File: config.mk
export PLATFORM = sky130hd
export DESIGN_NAME = vga_sprite_mover
export DESIGN_NICKNAME = d
export VERILOG_FILES = /design/src/rtl/vga_pkg.sv /design/src/rtl/btn_sync.sv /design/src/rtl/vga_sprite_mover.sv
export SDC_FILE = /design/constraint.sdc
export NUM_CORES = 1
export LEC_CHECK = 0
export BUFFER_PORTS_ARGS = -buffer_cell sky130_fd_sc_hd__clkbuf_2
export CORE_MARGIN = 1.5
export CORE_UTILIZATION = 35
export CTS_CLUSTER_DIAMETER = 200
export DETAILED_ROUTE_END_ITERATION = 10
export PLACE_DENSITY = 0.61
export SETUP_SLACK_MARGIN = 0.15
export SYNTH_ARGS = -nofsm -noshare
export SYNTH_HDL_FRONTEND = slang
export SYNTH_SLANG_ARGS = --single-unit
File: constraint.sdc
create_clock -name pixclk -period 4.62 [get_ports pixclk]
set_clock_uncertainty 0.2 [all_clocks]
set_input_delay 0.462 -clock pixclk [delete_from_list [all_inputs] [get_ports pixclk]]
set_output_delay 0.462 -clock pixclk [all_outputs]
set_load 0.02 [all_outputs]
File: src/rtl/vga_pkg.sv
// rtl/vga_pkg.sv - shared VGA timing constants, pixel types and sprite step helpers
package vga_pkg;

   localparam int H_TOTAL     = 1904;
   localparam int V_TOTAL     = 932;
   localparam int H_ACT_START = 384;
   localparam int H_ACT_END   = 1823;
   localparam int V_ACT_START = 31;
   localparam int V_ACT_END   = 930;

   typedef struct packed {
      logic [3:0] r;
      logic [3:0] g;
      logic [3:0] b;
   } rgb444_t;

   typedef enum logic {
      MANUAL = 1'b0,
      AUTO   = 1'b1
   } mode_t;

   localparam logic [3:0] BG_LEVEL   = 4'b0100;
   localparam rgb444_t    SPRITE_RGB = '{r: 4'hF, g: 4'hF, b: 4'h0};

   // dir: bit0 = increment, bit1 = decrement; both or neither holds.
   // The extra top bit flags a decrement that went below zero.
   function automatic logic [12:0] step_sum(input logic [11:0] pos, input logic [1:0] dir,
                                            input logic [11:0] step);
      case (dir)
         2'b01:   return {1'b0, pos} + {1'b0, step};
         2'b10:   return {1'b0, pos} - {1'b0, step};
         default: return {1'b0, pos};
      endcase
   endfunction

   function automatic logic step_out_of_range(input logic [12:0] sum, input logic [11:0] lim);
      return sum[12] || (sum[11:0] > lim);
   endfunction

   function automatic logic [11:0] step_clamp(input logic [12:0] sum, input logic [11:0] lim);
      if (sum[12])
         return 12'd0;
      if (sum[11:0] > lim)
         return lim;
      return sum[11:0];
   endfunction

endpackage

File: src/rtl/btn_sync.sv
// rtl/btn_sync.sv - parameterised-width 2-flop synchroniser for asynchronous inputs
module btn_sync #(
   parameter int WIDTH = 4
) (
   input  logic             clk,
   input  logic             rst,
   input  logic [WIDTH-1:0] d,
   output logic [WIDTH-1:0] q
);
   logic [WIDTH-1:0] meta;

   always_ff @(posedge clk) begin
      if (rst) begin
         meta <= '0;
         q    <= '0;
      end else begin
         meta <= d;
         q    <= meta;
      end
   end

endmodule

File: src/rtl/vga_sprite_mover.sv
// rtl/vga_sprite_mover.sv - square sprite over switch background, 2-cycle RGB/sync pipeline
// Define SPRITE_AUTO_EN to compile in the idle-triggered auto-bounce mode.
module vga_sprite_mover
   import vga_pkg::*;
#(
   parameter int SPRITE_SIZE = 64,
   parameter int STEP        = 4,
   parameter int IDLE_FRAMES = 256
) (
   input  logic        pixclk,
   input  logic        rst,
   input  logic [10:0] hcount,
   input  logic [9:0]  vcount,
   input  logic        hsync_in,
   input  logic        vsync_in,
   input  logic [3:0]  btn,
   input  logic [2:0]  sw,
   output logic [3:0]  pix_r,
   output logic [3:0]  pix_g,
   output logic [3:0]  pix_b,
   output logic        hsync,
   output logic        vsync
);
   localparam logic [11:0] X_MAX  = 12'(H_ACT_END - H_ACT_START + 1 - SPRITE_SIZE);
   localparam logic [11:0] Y_MAX  = 12'(V_ACT_END - V_ACT_START + 1 - SPRITE_SIZE);
   localparam logic [11:0] STEP_W = 12'(STEP);
   localparam logic [11:0] SIZE_W = 12'(SPRITE_SIZE);

   logic [3:0]  btn_s;
   logic [10:0] spr_x;
   logic [9:0]  spr_y;
   logic        tick;
   logic [12:0] man_sx, man_sy;

   btn_sync #(.WIDTH(4)) u_btn_sync (
      .clk (pixclk),
      .rst (rst),
      .d   (btn),
      .q   (btn_s)
   );

   assign tick = (hcount == 11'd0) && (vcount == 10'(V_TOTAL - 1));

   // btn = {right, left, down, up}; opposing buttons map to dir 2'b11 and cancel.
   always_comb begin
      man_sx = step_sum({1'b0, spr_x}, {btn_s[2], btn_s[3]}, STEP_W);
      man_sy = step_sum({2'b0, spr_y}, {btn_s[0], btn_s[1]}, STEP_W);
   end

`ifdef SPRITE_AUTO_EN
   mode_t       mode;
   logic        dx, dy;
   logic [7:0]  idle_cnt;
   logic [12:0] auto_sx, auto_sy;

   always_comb begin
      auto_sx = step_sum({1'b0, spr_x}, dx ? 2'b01 : 2'b10, STEP_W);
      auto_sy = step_sum({2'b0, spr_y}, dy ? 2'b01 : 2'b10, STEP_W);
   end

   always_ff @(posedge pixclk) begin
      if (rst) begin
         mode     <= MANUAL;
         dx       <= 1'b1;
         dy       <= 1'b1;
         idle_cnt <= '0;
         spr_x    <= 11'(X_MAX >> 1);
         spr_y    <= 10'(Y_MAX >> 1);
      end else if (tick) begin
         if (mode == AUTO && btn_s == 4'd0) begin
            spr_x <= 11'(step_clamp(auto_sx, X_MAX));
            spr_y <= 10'(step_clamp(auto_sy, Y_MAX));
            if (step_out_of_range(auto_sx, X_MAX))
               dx <= ~dx;
            if (step_out_of_range(auto_sy, Y_MAX))
               dy <= ~dy;
         end else begin
            // Any press in AUTO drops straight back to MANUAL and moves by MANUAL rules.
            spr_x <= 11'(step_clamp(man_sx, X_MAX));
            spr_y <= 10'(step_clamp(man_sy, Y_MAX));
            mode  <= MANUAL;
            if (btn_s != 4'd0) begin
               idle_cnt <= '0;
            end else if (idle_cnt == 8'(IDLE_FRAMES - 1)) begin
               mode     <= AUTO;
               idle_cnt <= '0;
            end else begin
               idle_cnt <= idle_cnt + 8'd1;
            end
         end
      end
   end
`else
   always_ff @(posedge pixclk) begin
      if (rst) begin
         spr_x <= 11'(X_MAX >> 1);
         spr_y <= 10'(Y_MAX >> 1);
      end else if (tick) begin
         spr_x <= 11'(step_clamp(man_sx, X_MAX));
         spr_y <= 10'(step_clamp(man_sy, Y_MAX));
      end
   end
`endif

   logic [11:0] px, py;
   logic        act, in_spr;
   logic        s1_act, s1_spr, s1_hs, s1_vs;
   logic [2:0]  s1_sw;
   rgb444_t     colour, pix;

   // px/py wrap outside the active area, but act masks them there.
   always_comb begin
      px     = {1'b0, hcount} - 12'(H_ACT_START);
      py     = {2'b0, vcount} - 12'(V_ACT_START);
      act    = (hcount >= 11'(H_ACT_START)) && (hcount <= 11'(H_ACT_END)) &&
               (vcount >= 10'(V_ACT_START)) && (vcount <= 10'(V_ACT_END));
      in_spr = (px >= {1'b0, spr_x}) && (px < {1'b0, spr_x} + SIZE_W) &&
               (py >= {2'b0, spr_y}) && (py < {2'b0, spr_y} + SIZE_W);
   end

   always_comb begin
      colour = '0;
      if (s1_act) begin
         if (s1_spr) begin
            colour = SPRITE_RGB;
         end else begin
            colour.r = s1_sw[0] ? BG_LEVEL : 4'h0;
            colour.g = s1_sw[1] ? BG_LEVEL : 4'h0;
            colour.b = s1_sw[2] ? BG_LEVEL : 4'h0;
         end
      end
   end

   always_ff @(posedge pixclk) begin
      if (rst) begin
         s1_act <= 1'b0;
         s1_spr <= 1'b0;
         s1_sw  <= '0;
         s1_hs  <= 1'b0;
         s1_vs  <= 1'b0;
         pix    <= '0;
         hsync  <= 1'b0;
         vsync  <= 1'b0;
      end else begin
         s1_act <= act;
         s1_spr <= in_spr;
         s1_sw  <= sw;
         s1_hs  <= hsync_in;
         s1_vs  <= vsync_in;
         pix    <= colour;
         hsync  <= s1_hs;
         vsync  <= s1_vs;
      end
   end

   assign pix_r = pix.r;
   assign pix_g = pix.g;
   assign pix_b = pix.b;

endmodule

# Word-level counts from Yosys, hierarchy flattened
# Index checks and enable logic that the tools add are counted.
# totals
reg_bits	50
output_inout_bits	14
elab_cells	76
# op_classes
n_addsub	8
n_lt_le_gt_ge	10
eq_ne	5
n_mux	28
n_bitwise	1
reduce_logical	10
# op_table
operator	n
13-bit one-hot mux with 2 select lines	2
11-bit 2-to-1 mux	4
10-bit 2-to-1 mux	4
1-bit 2-to-1 mux	14
11-bit by 3-bit adder with 12-bit output, second input constant	1
11-bit by 7-bit adder with 12-bit output, second input constant	1
12-bit by 10-bit >= comparator with 1-bit output	1
12-bit by 11-bit >= comparator with 1-bit output	1
12-bit by 10-bit greater-than comparator with 1-bit output, second input constant	1
12-bit by 11-bit greater-than comparator with 1-bit output, second input constant	1
12-bit by 11-bit < comparator with 1-bit output	1
12-bit < comparator	1
12-bit 2-to-1 mux	1
11-bit by 3-bit subtractor with 12-bit output, second input constant	1
11-bit by 9-bit subtractor with 12-bit output, second input constant	1
10-bit by 3-bit adder with 11-bit output, second input constant	1
10-bit by 7-bit adder with 11-bit output, second input constant	1
11-bit by 9-bit >= comparator with 1-bit output, second input constant	1
11-bit <= comparator, second input constant	1
11-bit logical NOT	1
10-bit by 3-bit subtractor with 11-bit output, second input constant	1
10-bit by 5-bit subtractor with 11-bit output, second input constant	1
10-bit == test, second input constant	1
10-bit by 5-bit >= comparator with 1-bit output, second input constant	1
8 further kinds	18

# Logic depth before layout (Yosys ltp)
# Gate-level depths: netlist of run 1.
# logic_depth
word_depth	10
depth_mapped	11
ltp_nobuf	11

# Modules after synthesis
# From an unflattened synthesis of run 1, not the netlist that was laid out.
# hier_totals
cells_unflattened	442
area_unflattened_um2	3580.9
# modules_own_cells
module	instances	cells_each	area_per_inst_um2
vga_sprite_mover	1	426	3370.7
btn_sync	1	16	210.2

# Worst setup path after synthesis of run 1
# No wires, ideal clock.
# synth_timing
path_kind	reg2reg
from	register spr_x[3]
to	register spr_x[6]
arrival_time_ns	2.646
required_ns	4.298
setup_slack_ns	1.652
stages_incl_launch_ff	9
path_buffers	1
synth_period_minus_slack_ns	2.968
path_cell_list	dfxtp_1 buf_6 or4_4 or4_4 a2111o_1 a211oi_2 a221oi_2 o21bai_4 o311a_1
# synth_between
elab_chain_cells	9
elab_cells_between_ends	14
cone_classes	add/sub (2); order compare (1); mux (11)
# synth_lines
element	line_no	text
from (decl)	vga_sprite_mover.sv:30	logic [10:0] spr_x;
from (signal assigned)	vga_sprite_mover.sv:96	spr_x <= 11'(X_MAX >> 1);
from (signal assigned)	vga_sprite_mover.sv:99	spr_x <= 11'(step_clamp(man_sx, X_MAX));
11-bit by 3-bit subtractor with 12-bit output or 11-bit by 3-bit adder with 12-bit output (tied branches)	vga_pkg.sv:31, vga_pkg.sv:30	
13-bit one-hot mux with 2 select lines *	vga_pkg.sv:29	case (dir)
12-bit by 11-bit greater-than comparator with 1-bit output	vga_pkg.sv:43	if (sum[11:0] > lim)
1-bit 2-to-1 mux (2 in a row)	vga_pkg.sv:43	
1-bit 2-to-1 mux	vga_sprite_mover.sv:98	end else if (tick) begin
1-bit 2-to-1 mux	vga_sprite_mover.sv:95	if (rst) begin
11-bit 2-to-1 mux	vga_pkg.sv:45	return sum[11:0];
11-bit 2-to-1 mux *	vga_pkg.sv:43	
# Mark *: on every way between the ends. The rest lies on a longest branch, timed or not. The select of a mux whose other input is x is not followed.
# A chain may end at the register's enable or synchronous reset.

# Worst setup path after layout of run 1
# layout_timing
from	register u_btn_sync.q[3]
to	register spr_x[3]
# layout_between
elab_chain_cells	9
elab_cells_between_ends	14
cone_classes	order compare (1); eq/ne (2); mux (11)
# layout_lines
element	line_no	text
from (decl)	btn_sync.sv:8	output logic [WIDTH-1:0] q
from (signal assigned)	btn_sync.sv:18	q <= meta;
2-bit == test or 2-bit by 1-bit == test with 1-bit output (tied branches)	vga_pkg.sv:29	
13-bit one-hot mux with 2 select lines *	vga_pkg.sv:29	
12-bit by 11-bit greater-than comparator with 1-bit output	vga_pkg.sv:43	
1-bit 2-to-1 mux (2 in a row)	vga_pkg.sv:43	
1-bit 2-to-1 mux	vga_sprite_mover.sv:98	
1-bit 2-to-1 mux	vga_sprite_mover.sv:95	
11-bit 2-to-1 mux	vga_pkg.sv:45	
11-bit 2-to-1 mux *	vga_pkg.sv:43	
# Marked as above.

==> impl_metrics.env, run 1 <==
export IMPL_rsz0062_at_grt="false"
export IMPL_grt_pass1_wl_um=15900
export IMPL_avgViaCountPerCell=5.63
export IMPL_crit_path_end_kind="flop"
export IMPL_antenna_found_initial=0
export IMPL_internal_power_mw=0.559
export IMPL_cts_max_level=2
export IMPL_grt_overflow_total=0
export IMPL_critPathLaunch="u_btn_sync.q[3]"
export IMPL_pwr_share_comb=0.178
export IMPL_critPathLaunchType="flop"
export IMPL_finalSetupTns_ns=0
export IMPL_crit_required_ns=4.61
export IMPL_synth_cell_type_count=66
export IMPL_yosys_area_share_simple=0.220
export IMPL_clkPwrFrac=0.372
export IMPL_insertion_delay_ns=0.29
export IMPL_hold_violations=0
export IMPL_synth_top_family_by_area="compound AO/OA/AOI/OAI gates"
export IMPL_p_leak_nw=1.64
export IMPL_async_reset_ff_frac=0
export IMPL_drt_initial_drc_count=189
export IMPL_yosys_warnings=0
export IMPL_drive_gt1_frac=0.141
export IMPL_finalHoldWorstSlack_ns=0.171
export IMPL_layout_min_cycle_time_ns=3.14
export IMPL_yosysSeqAreaShare=0.219
export IMPL_min_from="sw[2]"
export IMPL_synth_compound_area_frac=0.264
export IMPL_r2r_start="u_btn_sync.q[3]"
export IMPL_seqPwrFrac=0.450
export IMPL_synthToLayoutAreaGrowth_pct=9.97
export IMPL_core_region_area_mm2=0.00982
export IMPL_die_w_um=104
export IMPL_relSlewSlack=0.410
export IMPL_ios=46
export IMPL_hp_class="in -> reg"
export IMPL_max_freq_ghz=0.318
export IMPL_place_inst=607
export IMPL_routed_wirelength_um=9250
export IMPL_cts_tree="built"
export IMPL_worstPathArrival_ns=3.13
export IMPL_firstDrtPassIters=4
export IMPL_cts_hold_buffers=0
export IMPL_grt_pass1_vias=3341
export IMPL_maxCapViolations=0
export IMPL_syn_avg_cell_area_um2=7.80
export IMPL_p_sw_mw=0.212
export IMPL_synthFlopType="dfxtp_1"
export IMPL_num_vias=3462
export IMPL_netlist_area_mm2=0.00356
export IMPL_ir_drop_v=0.000118
export IMPL_fillers=1047
export IMPL_rows=36
export IMPL_initial_core_util=0.363
export IMPL_outcome="complete, no violations"
export IMPL_p_total_mw=0.771
export IMPL_clkTransAtPathRegs_ns=0.08
export IMPL_root_buffer="clkbuf_8"
export IMPL_clk_path_buf_depth=2
export IMPL_gr_usage_all_layers=0.175
export IMPL_cellPowerDensity_mw_per_mm2=197
export IMPL_worstMarginPinSlew_ns=0.863
export IMPL_wl_per_cell_um=15.0
export IMPL_gp_congestion=0.905
export IMPL_setup_viol=0
export IMPL_finalNetCount=559
export IMPL_drv_slew=0
export IMPL_clock_sinks=39
export IMPL_die_h_um=104
export IMPL_synth_cells=457
export IMPL_dp_hpwl_um=7130
export IMPL_synth_seq_cells=39
export IMPL_cts_resized_gates=0
export IMPL_diodes=0
export IMPL_die_area_mm2=0.0108
export IMPL_mostFrequentLayoutCell="ha_1"
export IMPL_ant_nets=0
export IMPL_critPathMaxFanout=13
export IMPL_layout_common_cells="46 x ha_1, 43 x inv_1, 42 x clkbuf_2"
export IMPL_grt_max_degree=33
export IMPL_io_buffer_count=42
export IMPL_synth_edf_count=0
export IMPL_r2r_slack_ns=1.48
export IMPL_numCtsBuffers=5
export IMPL_instances_no_fill=615
export IMPL_post_route_period_util=0.680
export IMPL_synthXorXnorAreaFrac=0.0369
export IMPL_post_cts_setup_buffers=0
export IMPL_drcViolationCount=0
export IMPL_p_sw_frac=0.275
export IMPL_muxShareOfSynthArea=0.0116
export IMPL_synth_adder_area_share=0.161
export IMPL_path_class="reg -> reg"
## power groups by stage
stage	Clock [mW]	Combinational, mW	Sequential (mW)
global placement	0	0.135	0.354
global route	0.314	0.157	0.348
detailed placement	0	0.136	0.355
floorplan	0	0.0913	0.356
CTS	0.299	0.137	0.347
finish	0.287	0.137	0.347
## through the flow
step	area [µm²]	worst slack, ns	utilization
after floorplan	3570	1.65	-
after global placement	3810	1.52	0.388
after detailed placement	3810	1.49	0.388
after CTS	3920	1.48	0.399
after global routing	3920	1.32	0.399
final	3920	1.48	0.399
## sequential cells by signal, indices dropped and copies added, names as in the netlist
register,count
pix_r,2
pix_b,1
u_btn_sync.q,4
u_btn_sync.meta,4
s1_act,1
s1_hs,1
pix_g,1
hsync,1
s1_vs,1
vsync,1
spr_y,9
s1_spr,1
s1_sw,3
spr_x,9
## cells in the mapped netlist, types with 5 or more instances
master     instances  area, µm²
xnor2_1           11       96.3
nor3_1            18       90.1
clkbuf_1          16       60.1
buf_4              8       60.1
dfxtp_1           39        781
a211oi_1           5       37.5
ha_1              46        576
o21ai_0           27        135
o2111ai_1          5       43.8
nor2b_1           18        113
a22oi_1            6       45.0
nand3_1           18       90.1
nand2_1           22       82.6
a31oi_1            5       31.3
o21a_1             5       37.5
nor2_1            34        128
o211ai_1           6       45.0
nand4_1            7       43.8
inv_1             43        161
nand2b_1           6       37.5
a21oi_1           26        130
## worst max-delay path: stages, from the launching register on
cell and delay (ns):
dfxtp_1 0.32, inv_1 0.05, ha_1 0.43, inv_1 0.20, o41a_1 0.34, a311o_1 0.34
a221o_1 0.34, a221oi_2 0.32, o2111ai_1 0.22, a31o_2 0.29
## final timing paths
path / end / depth (start not counted)
worst min-delay path: s1_sw[2] / 2
worst max-delay path: spr_x[3] / 9
worst min register to register: u_btn_sync.q[0] / 1
worst max register to register: spr_x[3] / 9
## final cells by class
class,instances,area [µm²],area share
multi-input combinational,349,2480,0.634
timing repair buffer,42,210,0.0536
inverter,44,165,0.0421
clock buffer,5,68.8,0.0176
clock inverter,3,43.8,0.0112
sequential,39,781,0.199
tap,133,166,0.0425
## metal layers
| layer | up-vias | share of wire | global-route usage |
|---|---|---|---|
| met5 | - | 0 | 0 |
| met4 | 0 | 0.033 | 0.0714 |
| met3 | 24 | 0.048 | 0.0182 |
| li1 | 1715 | - | - |
| met2 | 101 | 0.46 | 0.279 |
| met1 | 1622 | 0.46 | 0.240 |
## kinds of logic after synthesis
logic type | Yosys count
XOR/XNOR | 15
other | 1
buffers and inverters | 71
AND/OR/NAND/NOR | 149
flip-flops | 39
AO/OA/AOI/OAI | 132
adder cells (fa/ha/maj) | 46
multiplexers | 4
Note: power is estimated with default switching activity, not from simulation.
==> run 2, diff against run 1 <==
Settings changed: ABC_AREA set to 1, PLACE_DENSITY 0.61 to 0.62.
Clock period 4.62 ns to 2.7 ns, I/O delays scaled along.
==> impl_metrics.env, run 2 <==
export IMPL_crit_path_end_kind="flop"
export IMPL_die_h_um=108
export IMPL_p_leak_nw=2.11
export IMPL_synthToLayoutAreaGrowth_pct=12.9
export IMPL_maxCapViolations=0
export IMPL_path_class="in -> reg"
export IMPL_ant_nets=0
export IMPL_avgViaCountPerCell=4.92
export IMPL_cts_max_level=2
export IMPL_syn_avg_cell_area_um2=6.47
export IMPL_seqPwrFrac=0.433
export IMPL_worstPathArrival_ns=2.37
export IMPL_register_area_um2=781
export IMPL_pwr_share_comb=0.218
export IMPL_rows=37
export IMPL_gp_congestion=0.918
export IMPL_p_total_mw=1.37
export IMPL_largest_registers="spr_x: 9 flops, spr_y: 9 flops"
export IMPL_post_cts_setup_buffers=0
export IMPL_hp_class="reg -> reg"
export IMPL_netlist_area_mm2=0.00382
export IMPL_dp_hpwl_um=7410
export IMPL_io_buffer_count=42
export IMPL_drive_gt1_frac=0.161
export IMPL_p_sw_mw=0.391
export IMPL_worstMarginPinSlew_ns=0.708
export IMPL_relSlewSlack=0.528
export IMPL_crit_required_ns=2.72
export IMPL_drv_slew=0
export IMPL_synth_seq_cells=39
export IMPL_finalNetCount=711
export IMPL_cts_tree="built"
export IMPL_die_w_um=108
export IMPL_grt_pass1_wl_um=16000
export IMPL_layout_min_cycle_time_ns=2.35
export IMPL_yosysSeqAreaShare=0.204
export IMPL_outcome="complete, no violations"
export IMPL_synth_area_leaders="dfxtp_1 20%, ha_1 15%, nand2_1 13%"
export IMPL_diodes=0
export IMPL_clkTransAtPathRegs_ns=0.08
export IMPL_clkPwrFrac=0.349
export IMPL_insertion_delay_ns=0.28
export IMPL_synth_cell_type_count=45
export IMPL_ios=46
export IMPL_synth_top_area_frac=0.204
export IMPL_rsz0062_at_grt="false"
export IMPL_routed_wirelength_um=9370
export IMPL_grt_overflow_total=0
export IMPL_synth_most_common_cell="nand2_1"
export IMPL_yosysTopAreaCell="dfxtp_1"
export IMPL_drcViolationCount=0
export IMPL_die_area_mm2=0.0116
export IMPL_drt_initial_drc_count=195
export IMPL_async_reset_ff_frac=0
export IMPL_layout_common_cells="128 x nand2_1, 80 x inv_1, 62 x nor2_1"
export IMPL_gr_usage_all_layers=0.168
export IMPL_fillers=1145
export IMPL_critPathLaunchType="primary input"
export IMPL_numCtsBuffers=5
export IMPL_multi_input_area_mm2=0.00256
export IMPL_finalSetupTns_ns=0
export IMPL_num_vias=3790
export IMPL_firstDrtPassIters=4
export IMPL_internal_power_mw=0.981
export IMPL_hold_violations=0
export IMPL_core_region_area_mm2=0.0105
export IMPL_netlist_top_cells_count="128 x nand2_1, 80 x inv_1, 62 x nor2_1"
export IMPL_max_freq_ghz=0.426
export IMPL_synth_edf_count=0
export IMPL_setup_viol=0
export IMPL_root_buffer="clkbuf_8"
export IMPL_synthFlopType="dfxtp_1"
export IMPL_clock_sinks=39
export IMPL_ir_drop_v=0.000264
export IMPL_critPathMaxFanout=3
export IMPL_yosys_warnings=0
export IMPL_post_route_period_util=0.870
export IMPL_antenna_found_initial=0
export IMPL_synth_cells=591
export IMPL_grt_max_degree=34
export IMPL_initial_core_util=0.365
export IMPL_p_sw_frac=0.285
export IMPL_cellPowerDensity_mw_per_mm2=318
export IMPL_mostFrequentLayoutCell="nand2_1"
export IMPL_clk_path_buf_depth=2
export IMPL_wl_per_cell_um=12.2
export IMPL_grt_pass1_vias=3571
-- run 2: timing repair --
action | in CTS | in global routing
resized for setup | 0 | 3
hold endpoints to repair | 9 | 0
hold buffers | 9 | 0
setup endpoints to repair | 0 | 9
-- run 2: final timing paths --
kind                      start  depth (start not counted)               to  slack, ns
max                   vcount[2]                         14           s1_spr       0.35
min reg2reg  u_btn_sync.meta[3]                          2  u_btn_sync.q[3]       0.21
max reg2reg            spr_x[6]                         11           s1_spr       0.36
min          u_btn_sync.meta[3]                          2  u_btn_sync.q[3]       0.21
-- run 2: cell type report --
cell class	instances	share of cell area
Clock buffer	5	0.0159
Clock inverter	3	0.0101
Inverter	93	0.0826
Multi-Input combinational cell	438	0.593
Sequential cell	39	0.181
Tap cell	136	0.0394
Timing Repair Buffer	56	0.0783
-- run 2: logic make-up after synthesis --
group	count (synthesis)	share of synthesized area
XOR/XNOR	12	0.0275
flip-flops	39	0.204
other	1	0.000981
AO/OA/AOI/OAI	83	0.135
AND/OR/NAND/NOR	294	0.353
adder cells (fa/ha/maj)	46	0.151
buffers and inverters	116	0.129
-- run 2: routing by layer --
metal,up-vias,global-route usage,share of wire
li1,1996,-,-
met1,1708,0.216,0.48
met2,78,0.301,0.48
met3,8,0.0188,0.030
met4,0,0.0376,0.012
met5,-,0,0
-- run 2: power groups by stage --
stage | Combinational [mW] | Clock (mW) | Sequential [mW]
finish | 0.298 | 0.479 | 0.594
global route | 0.339 | 0.529 | 0.595
CTS | 0.296 | 0.498 | 0.594
detailed placement | 0.284 | 0 | 0.607
global placement | 0.278 | 0 | 0.607
floorplan | 0.208 | 0 | 0.609
-- run 2: through the flow --
step	cell area, µm²	cells	hold slack [ns]	worst slack [ns]	util
after detailed placement	4110	753	0.200	0.100	0.392
after global placement	4110	753	0.195	0.192	0.392
after CTS	4310	770	0.211	0.273	0.412
after global routing	4320	770	0.228	0.155	0.412
final	4320	770	0.208	0.351	0.412
after floorplan	3830	593	0.177	0.426	-
-- run 2: worst max-delay path: stages --
cell and delay (ns):
clkbuf_2 0.12, inv_1 0.07, nor3_1 0.24, nand2_1 0.09, nor2_1 0.21, xor2_1 0.18, ha_1 0.26, a21oi_1 0.23
nor3_1 0.07, o31ai_1 0.20, o211ai_1 0.12, a31oi_1 0.16, nand2_1 0.07, nor2_1 0.08
